### src/rtl/paddle_tracker.sv
// paddle_tracker
//   Keeps the vertical position of NUM_PADDLES fixed-column paddles and moves
//   each one by STEP pixels per frame tick from its own up/down pair. For every
//   paddle that moved (or every paddle when REDRAW_ALL=1) it streams an erase
//   beat at the old position followed by a draw beat at the new position over
//   a valid/ready master port.
//
// Ports
//   clock, reset_n        system clock, asynchronous active-low reset
//   box_init_x [9N-1:0]   static x column per paddle, [9i+8:9i] = paddle i
//   in_color   [3N-1:0]   draw colour per paddle (sampled in CALC)
//   up, down   [N-1:0]    level move requests per paddle (sampled in CALC)
//   m_ready               downstream ready
//   m_valid, box_x, box_y, out_color, out_idx, out_erase   beat port
//   frame_done            one-cycle pulse when a frame has completed
//   overrun               sticky: a tick arrived while one was already pending
//
// state | meaning
// ------+--------------------------------------------------------------
// IDLE  | waiting for a frame tick (or a pending one)
// CALC  | sample keys/colours, compute next y and moved mask, load beat 0
// EMIT  | stream erase/draw beat pairs for moved paddles, ascending index
// DONE  | one cycle with frame_done high, then back to IDLE

module paddle_tracker #(
    parameter int          NUM_PADDLES      = 2,
    parameter logic [8:0]  BOX_WIDTH        = 9'd10,
    parameter logic [8:0]  BOX_HEIGHT       = 9'd48,
    parameter logic [8:0]  SCREEN_WIDTH     = 9'd320,
    parameter logic [8:0]  SCREEN_HEIGHT    = 9'd240,
    parameter logic [8:0]  STEP             = 9'd4,
    parameter logic [31:0] FRAME_RATE_COUNT = 32'd9999999,
    parameter logic        REDRAW_ALL       = 1'b0
) (
    input  logic                       clock,
    input  logic                       reset_n,
    input  logic [9*NUM_PADDLES-1:0]   box_init_x,
    input  logic [3*NUM_PADDLES-1:0]   in_color,
    input  logic [NUM_PADDLES-1:0]     up,
    input  logic [NUM_PADDLES-1:0]     down,
    input  logic                       m_ready,
    output logic                       m_valid,
    output logic [8:0]                 box_x,
    output logic [8:0]                 box_y,
    output logic [2:0]                 out_color,
    output logic [2:0]                 out_idx,
    output logic                       out_erase,
    output logic                       frame_done,
    output logic                       overrun
);

    typedef enum logic [1:0] {S_IDLE, S_CALC, S_EMIT, S_DONE} state_t;

    localparam logic [8:0] Y_MAX  = SCREEN_HEIGHT - BOX_HEIGHT;
    localparam logic [8:0] Y_INIT = Y_MAX >> 1;

    if (NUM_PADDLES < 1 || NUM_PADDLES > 8 ||
        BOX_HEIGHT > SCREEN_HEIGHT || BOX_WIDTH > SCREEN_WIDTH) begin : g_bad_params
        $error("paddle_tracker: illegal parameter combination");
    end

    state_t      state;
    logic [31:0] frame_cnt;
    logic        tick;
    logic        pending;

    // Per-paddle storage is always 8 deep so a 3-bit index selects it exactly;
    // entries at or above NUM_PADDLES are tied off and never move.
    logic [8:0]  y_q     [8];
    logic [8:0]  ny_q    [8];
    logic [2:0]  col_q   [8];
    logic [7:0]  moved_q;

    logic [8:0]  x_a     [8];
    logic [2:0]  col_a   [8];
    logic [7:0]  up_a;
    logic [7:0]  dn_a;
    logic [8:0]  ny_c    [8];
    logic [7:0]  moved_c;
    logic [3:0]  first_c;
    logic [3:0]  next_c;

    for (genvar g = 0; g < 8; g++) begin : g_pad
        if (g < NUM_PADDLES) begin : g_used
            assign x_a[g]   = box_init_x[9*g +: 9];
            assign col_a[g] = in_color[3*g +: 3];
            assign up_a[g]  = up[g];
            assign dn_a[g]  = down[g];
        end else begin : g_unused
            assign x_a[g]   = '0;
            assign col_a[g] = '0;
            assign up_a[g]  = 1'b0;
            assign dn_a[g]  = 1'b0;
        end
    end

    assign tick = (frame_cnt == FRAME_RATE_COUNT);

    // Lowest set bit of mask at or above start, as {found, index}.
    function automatic logic [3:0] find_from(input logic [7:0] mask, input int start);
        logic [3:0] r;
        r = '0;
        for (int i = 7; i >= 0; i--) begin
            if (mask[i] && i >= start) r = {1'b1, 3'(i)};
        end
        return r;
    endfunction

    // Saturation is decided by comparing before the add/subtract so the
    // 9-bit arithmetic can never wrap.
    always_comb begin
        for (int i = 0; i < 8; i++) begin
            ny_c[i]    = y_q[i];
            moved_c[i] = 1'b0;
            if (up_a[i] && !dn_a[i]) begin
                ny_c[i] = (y_q[i] >= STEP) ? y_q[i] - STEP : 9'd0;
            end else if (dn_a[i] && !up_a[i]) begin
                ny_c[i] = (y_q[i] >= Y_MAX - STEP) ? Y_MAX : y_q[i] + STEP;
            end
            if (i < NUM_PADDLES) moved_c[i] = (ny_c[i] != y_q[i]) | REDRAW_ALL;
        end
        first_c = find_from(moved_c, 0);
        next_c  = find_from(moved_q, int'(out_idx) + 1);
    end

    always_ff @(posedge clock or negedge reset_n) begin
        if (!reset_n) begin
            state      <= S_IDLE;
            frame_cnt  <= '0;
            pending    <= 1'b0;
            overrun    <= 1'b0;
            m_valid    <= 1'b0;
            box_x      <= '0;
            box_y      <= '0;
            out_color  <= '0;
            out_idx    <= '0;
            out_erase  <= 1'b0;
            frame_done <= 1'b0;
            moved_q    <= '0;
            for (int i = 0; i < 8; i++) begin
                y_q[i]   <= Y_INIT;
                ny_q[i]  <= '0;
                col_q[i] <= '0;
            end
        end else begin
            frame_cnt  <= tick ? 32'd0 : frame_cnt + 32'd1;
            frame_done <= 1'b0;

            if (tick && state != S_IDLE) begin
                if (pending) overrun <= 1'b1;
                else         pending <= 1'b1;
            end

            case (state)
                S_IDLE: begin
                    if (tick || pending) begin
                        state   <= S_CALC;
                        pending <= 1'b0;
                    end
                end

                S_CALC: begin
                    moved_q <= moved_c;
                    for (int i = 0; i < 8; i++) begin
                        ny_q[i]  <= ny_c[i];
                        col_q[i] <= col_a[i];
                    end
                    if (first_c[3]) begin
                        state     <= S_EMIT;
                        m_valid   <= 1'b1;
                        out_idx   <= first_c[2:0];
                        out_erase <= 1'b1;
                        box_x     <= x_a[first_c[2:0]];
                        box_y     <= y_q[first_c[2:0]];
                        out_color <= 3'b000;
                    end else begin
                        state      <= S_DONE;
                        frame_done <= 1'b1;
                    end
                end

                S_EMIT: begin
                    if (m_ready) begin
                        if (out_erase) begin
                            out_erase <= 1'b0;
                            box_y     <= ny_q[out_idx];
                            out_color <= col_q[out_idx];
                        end else begin
                            y_q[out_idx] <= ny_q[out_idx];
                            if (next_c[3]) begin
                                out_idx   <= next_c[2:0];
                                out_erase <= 1'b1;
                                box_x     <= x_a[next_c[2:0]];
                                box_y     <= y_q[next_c[2:0]];
                                out_color <= 3'b000;
                            end else begin
                                m_valid    <= 1'b0;
                                state      <= S_DONE;
                                frame_done <= 1'b1;
                            end
                        end
                    end
                end

                S_DONE: begin
                    state <= S_IDLE;
                end

                default: state <= S_IDLE;
            endcase
        end
    end

endmodule

### config.mk
export PLATFORM = sky130hd
export DESIGN_NAME = paddle_tracker
export DESIGN_NICKNAME = d
export VERILOG_FILES = /design/src/rtl/paddle_tracker.sv
export SDC_FILE = /design/constraint.sdc
export NUM_CORES = 1
export LEC_CHECK = 0
export BUFFER_PORTS_ARGS = -buffer_cell sky130_fd_sc_hd__clkbuf_2
export CORE_MARGIN = 2
export CORE_UTILIZATION = 55
export DETAILED_ROUTE_END_ITERATION = 8
export PLACE_DENSITY_LB_ADDON = 0.25
export SLEW_MARGIN = 20
export SYNTH_ARGS = -nofsm -noshare
export SYNTH_HDL_FRONTEND = slang
export SYNTH_SLANG_ARGS = --single-unit
export TNS_END_PERCENT = 5
### constraint.sdc
create_clock -name clock -period 4 [get_ports clock]
set_input_delay 0.8 -clock clock [delete_from_list [all_inputs] [get_ports clock]]
set_output_delay 0.8 -clock clock [all_outputs]
set_load 0.03 [all_outputs]
==> impl_metrics.tcl, run 1 <==
set metrics [dict create \
    max_freq_ghz 0.284 \
    p_comb_frac 0.469 \
    crit_path_start "y_q[65]" \
    grt_antenna_before_repair 0 \
    core_area_um2 10800 \
    vias 4935 \
    p_leak_uw 0.00309 \
    min_period_over_period 0.882 \
    instances_no_fill 816 \
    hold_path_class "in -> async" \
    synth_warnings 0 \
    vdd_ir_drop_max_mv 0.444 \
    async_flop_share 1.00 \
    grt_pass1_vias 4834 \
    grt_max_degree 43 \
    drc 0 \
    worst-path-max-fanout 16 \
    synth_area_um2 6090 \
    die_area_um2 11900 \
    rsz0062_at_grt "no" \
    drt-initial-drc-count 338 \
    dp.final_hpwl_um 10000 \
    r2r_cells 9 \
    worstPathRequired_ns 4.28 \
    netlist-cell-type-count 75 \
    syn_avg_cell_area_um2 9.59 \
    finalSetupTns_ns 0 \
    ys_seq_area_frac 0.428 \
    synth-edff-count 0 \
    cp-start-kind "flip-flop" \
    fin_util 0.612 \
    end_kind "flip-flop" \
    p_sw_uw 2090 \
    cts.repair.resized 0 \
    slew_headroom 0.360 \
    insertion_delay_ns 0.39 \
    clockBufferDepth 2 \
    tightest_slew_ns 0.960 \
    gp_congestion 0.905 \
    setup_viol 0 \
    fp-row-count 38 \
    p_total_uw 4620 \
    cts_tree "built" \
    grt_pass1_wl_um 23900 \
    worst_ep_arrival_time_ns 3.81 \
    dieHeight_um 109 \
    clkTransAtPathRegs_ns 0.10 \
    cts-htree-levels 3 \
    place_inst 800 \
    track_usage 0.257 \
    max-cap-violations 0 \
    status "complete, no violations" \
    r2r_slack_ns 0.47 \
    crit_path_end "box_x[2]" \
    cts.sinks 104 \
    ys.flop_type "dfrtp_1" \
    drive_above_1_share 0.198 \
    p_int_uw 2530 \
    r2r_start "y_q[65]" \
    nets 712 \
    area_delta_synth_final_pct 8.85 \
    r2r-end "box_x[2]" \
    p_clk_frac 0.153 \
    fin_crit_ns 3.53 \
    post_drt_wl_per_cell_um 17.4 \
    ant_nets 0 \
    cts_buffers 9 \
    diodes 0 \
    num_io_pins 59 \
    p_per_area_nw_per_um2 696 \
    synthCells 635 \
    clock-root-buffer "clkbuf_8" \
    drt_wl_total_um 14200 \
    crit_type "reg -> reg" \
    post_cts_buffers 0 \
    ctsHoldBuffers 0 \
    power.share.switching 0.452 \
    hold_viol_final 0 \
    vias_per_cell 6.05 \
    synth_seq_cells 104 \
    dr.pass1.iters 5 \
    grt_overflow 0 \
    pwr-share-seq 0.379 \
    start_util 0.562 \
    portBuffers 56 \
    die_w_um 109 \
    finClkSkew_ns 0.00585 \
    final_max_slew_viol_count 0 \
]
-- worst min path at each step --
stage,slack (ns),depth (start not counted),to,from
6_report,0.36,1,ny_q[60],reset_n
5_1_grt,0.39,1,y_q[63],reset_n
4_1_cts,0.37,1,moved_q[1],reset_n
3_5_place_dp,0.47,2,out_color[0],out_color[0]
3_3_place_gp,0.46,1,frame_cnt[31],frame_cnt[31]
2_1_floorplan,0.44,1,frame_cnt[31],frame_cnt[31]
-- state kept, by name, indices dropped and copies added (netlist names) --
| name | count |
|---|---|
| frame_cnt | 32 |
| col_q | 6 |
| box_x | 9 |
| pending | 1 |
| state | 2 |
| out_idx | 1 |
| frame_done | 1 |
| m_valid | 1 |
| out_color | 3 |
| overrun | 1 |
| ny_q | 18 |
| box_y | 9 |
| moved_q | 1 |
| y_q | 18 |
| out_erase | 1 |
-- synth_stat cells (3+ instances only) --
master / instances / area share
o21ai_2: 9 / 0.013
nor3b_1: 3 / 0.0037
o221ai_1: 3 / 0.0043
o211a_1: 9 / 0.015
nor4_1: 6 / 0.0062
a211oi_1: 4 / 0.0049
nand2b_1: 6 / 0.0062
a31oi_1: 4 / 0.0041
nand3_1: 24 / 0.020
buf_4: 3 / 0.0037
nor2b_1: 7 / 0.0072
xnor2_1: 18 / 0.026
and3_1: 10 / 0.010
nand2_1: 66 / 0.041
nor3_1: 14 / 0.012
dfstp_2: 4 / 0.017
nor2_1: 58 / 0.036
mux2i_1: 37 / 0.061
a21oi_1: 26 / 0.021
clkbuf_1: 22 / 0.014
dfrtp_1: 100 / 0.41
o211ai_1: 8 / 0.0099
a211o_1: 3 / 0.0043
inv_1: 21 / 0.013
mux2_2: 24 / 0.044
a311oi_1: 3 / 0.0043
xor2_1: 18 / 0.026
o31ai_1: 3 / 0.0037
o21ai_0: 33 / 0.027
ha_1: 10 / 0.021
nand4_1: 11 / 0.011
buf_2: 13 / 0.011
-- critical path: stages (launching register included) --
cell,delay [ns]
dfrtp_1,0.71
ha_1,0.34
or3b_1,0.39
a211o_1,0.39
a221oi_1,0.46
a211oi_4,0.08
nand4_4,0.13
o31a_1,0.56
mux2i_1,0.26
a21oi_1,0.08
-- cells in the final DEF, fill, tap and decap left out, types with 11 or more instances in the layout --
master,Yosys,routed
buf_4,3,11
nand3_1,24,24
inv_1,21,21
nand2_1,66,66
mux2i_1,37,37
o21ai_0,33,33
clkbuf_2,0,55
xor2_1,18,18
nand4_1,11,11
nor3_1,14,14
dfrtp_1,100,100
nor2_1,58,58
a21oi_1,26,26
mux2_2,24,24
xnor2_1,18,18
-- kinds of logic (layout without fill, tap and decap cells) --
logic type,count (synthesis),count (layout),share of synthesized area
compound gates,131,131,0.151
xor+xnor,36,36,0.0518
fa+ha+maj,10,10,0.0205
buf+inv,63,103,0.0477
flops,104,104,0.428
mux,61,61,0.105
other cells,1,2,0.000616
simple gates,229,229,0.195
-- metrics by stage --
| step | setup WS [ns] | hold WS, ns | instance area (um^2) |
|---|---|---|---|
| 6_report | 0.474 | 0.357 | 6630 |
| 4_1_cts | 0.485 | 0.369 | 6630 |
| 3_5_place_dp | 0.482 | 0.470 | 6420 |
| 5_1_grt | 0.220 | 0.388 | 6630 |
| 2_1_floorplan | 0.901 | 0.443 | 6090 |
| 3_3_place_gp | 0.596 | 0.456 | 6420 |
-- per-layer routing --
| metal | up-vias | share of wire | wire length (um) | global-route usage |
|---|---|---|---|---|
| li1 | 2328 | - | - | - |
| met4 | 0 | 0.021 | 297 | 0.0796 |
| met5 | - | 0 | 0 | 0 |
| met3 | 22 | 0.058 | 820 | 0.0532 |
| met2 | 177 | 0.47 | 6710 | 0.396 |
| met1 | 2408 | 0.45 | 6410 | 0.367 |
-- power by group through the flow --
stage / registers [uW] / logic (uW) / clock network (uW)
global placement: 1740 / 2110 / 0
global route: 1790 / 2380 / 769
CTS: 1740 / 2170 / 723
floorplan: 1710 / 1700 / 0
detailed placement: 1760 / 2170 / 0
finish: 1750 / 2160 / 704
-- area by class of cell --
cell class                      count  area [um^2]
Clock buffer                       10          138
Tap cell                          140          175
Fill cell                         933         4210
Multi-Input combinational cell    469         3200
Inverter                           21         78.8
Timing Repair Buffer               66          358
Clock inverter                      6         76.3
Sequential cell                   104         2610
(Power assumes the default switching activity.)
==> run 2: changes to the inputs <==
--- a/config.mk
+++ b/config.mk
@@ -7,9 +7,10 @@
 export LEC_CHECK = 0
 export BUFFER_PORTS_ARGS = -buffer_cell sky130_fd_sc_hd__clkbuf_2
 export CORE_MARGIN = 2
-export CORE_UTILIZATION = 55
+export CORE_UTILIZATION = 40
 export DETAILED_ROUTE_END_ITERATION = 8
 export PLACE_DENSITY_LB_ADDON = 0.25
+export RECOVER_POWER = 100
 export SLEW_MARGIN = 20
 export SYNTH_ARGS = -nofsm -noshare
 export SYNTH_HDL_FRONTEND = slang
==> run 2 against run 1 <==
Effect of this change:
- the flow now finishes with violations (max-capacitance violations, max-slew violations)
- die area up 36%
- sequential cell count unchanged
- wire length up 3.3%
- first-iteration DRC count up 6.5%
- clock power up 35%
- sequential power down 3%
- core utilization down 16 points
- total power up 5.1%
- critical path depth up 2
- worst hold slack better by 0.12 ns
- largest cell class unchanged
- non-clock buffer count up 4
==> impl_metrics.tcl, run 2 (same netlist as run 1, synthesis figures left out) <==
set metrics [dict create \
    violations "max-capacitance violations, max-slew violations" \
    grt_antenna_before_repair 0 \
    p_leak_uw 0.00305 \
    setup_viol 0 \
    worst-path-max-fanout 15 \
    instances_no_fill 868 \
    vias 4831 \
    max_freq_ghz 0.279 \
    post_drt_wl_per_cell_um 16.9 \
    p_per_area_nw_per_um2 719 \
    core_area_um2 15000 \
    tightest_slew_ns 2.52 \
    end_kind "flip-flop" \
    ant_nets 0 \
    grt_overflow 0 \
    dp.final_hpwl_um 10500 \
    top_regs "frame_cnt: 32 flops, ny_q: 18 flops, y_q: 18 flops" \
    clockBufferDepth 2 \
    dieHeight_um 127 \
    ctsHoldBuffers 0 \
    track_usage 0.187 \
    status "complete, but fails checks" \
    drive_above_1_share 0.156 \
    cts.sinks 104 \
    grt_pass1_wl_um 24300 \
    post_cts_buffers 0 \
    nets 716 \
    rsz0062_at_grt "no" \
    worstPathRequired_ns 4.22 \
    diodes 0 \
    final_common_cell "dfrtp_1" \
    final_max_slew_viol_count 89 \
    num_io_pins 59 \
    worst_ep_arrival_time_ns 3.81 \
    slowest_stage "a211oi_1" \
    max-cap-violations 2 \
    cp-start-kind "flip-flop" \
    regMostFlops "frame_cnt" \
    insertion_delay_ns 0.36 \
    vdd_ir_drop_max_mv 0.378 \
    min_period_over_period 0.896 \
    grt_pass1_vias 4722 \
    dr.pass1.iters 5 \
    area_delta_synth_final_pct 10.7 \
    drc 0 \
    portBuffers 56 \
    cts-htree-levels 3 \
    start_util 0.405 \
    hold_viol_final 0 \
    grt_max_degree 46 \
    cts.repair.resized 0 \
    drt-initial-drc-count 360 \
    fin_crit_ns 3.58 \
    gp_congestion 0.902 \
    vias_per_cell 5.57 \
    slew_headroom -0.679 \
    die_w_um 127 \
    finClkSkew_ns 0.00793 \
    crit_type "reg -> reg" \
    place_inst 852 \
    cts_tree "built" \
    die_area_um2 16200 \
    largest_register_ffs 32 \
    cts_buffers 9 \
    clock-root-buffer "clkbuf_16" \
    slowest_delay_ns 0.50 \
    critical_path.cell_chain "buf_4 -> ha_1 -> or3b_1 -> a211oi_1 -> nor3_1 -> nor4_4 -> nand4_1 -> o22ai_1 -> buf_4 -> mux2i_1 -> o21ai_2" \
    drt_wl_total_um 14700 \
    hold_path_class "reg -> reg" \
    crit_top_cell "buf_4" \
    clkTransAtPathRegs_ns 0.07 \
    layout_common_cells "100 x dfrtp_1, 66 x nand2_1, 58 x nor2_1" \
    fp-row-count 45 \
    finalSetupTns_ns 0 \
]
[run 2: changes by cell type in the layout (fill, tap and decap cells not counted), sizes merged]
cell	before	now
clkinv	3	0
clkbuf	65	73
inv	23	25
buf	11	8
[run 2: power by group]
group | internal [uW] | switching (uW) | leakage [uW]
combinational | 858 | 1350 | 0.00156
clock | 531 | 417 | 0.000159
sequential | 1340 | 353 | 0.00133
total | 2730 | 2120 | 0.00305
[run 2: final cells by class]
class	count	area, um^2
Fill cell	1461	8290
Multi-Input combinational cell	469	3170
Sequential cell	104	2610
Timing Repair Buffer	70	333
Clock buffer	11	253
Tap cell	188	235
Inverter	21	78.8
Clock inverter	5	67.6
[run 2: final timing paths]
| path | depth (start not counted) | slack [ns] | startpoint | end |
|---|---|---|---|---|
| setup / recovery | 11 | 0.42 | y_q[66] | box_y[8] |
| hold reg to reg | 1 | 0.48 | frame_cnt[31] | frame_cnt[31] |
| max in group asynchronous | 2 | 0.95 | reset_n | frame_cnt[6] |
| min in group asynchronous | 1 | 1.21 | reset_n | ny_q[60] |
| hold / removal | 1 | 0.48 | frame_cnt[31] | frame_cnt[31] |
| setup reg to reg | 11 | 0.42 | y_q[66] | box_y[8] |
[run 2: stage by stage]
stage               cell area (um^2)  hold slack [ns]  total power (uW)   util  setup WS [ns]
detailed placement              6510            0.470              3980  0.433          0.462
global route                    6740            0.517              5180  0.449          0.226
finish                          6740            0.482              4850  0.449          0.417
CTS                             6830            0.464              4940  0.454          0.600
global placement                6510            0.459              3910  0.433          0.565
floorplan                       6090            0.443              3410      -          0.901
[run 2: worst max-delay path: cells and delay by family, from the launching register on]
family          cells  cell delay (ns)
flops               1             0.34
simple gates        4             1.22
mux                 1             0.26
fa+ha+maj           1             0.26
buf+inv             2             0.48
compound gates      3             0.87
[run 2: routing by layer]
layer | wire length (um) | vias up | track usage
met3 | 625 | 19 | 0.0436
met2 | 6980 | 123 | 0.293
li1 | - | 2336 | -
met4 | 272 | 0 | 0.0575
met1 | 6830 | 2353 | 0.259
met5 | 0 | - | 0
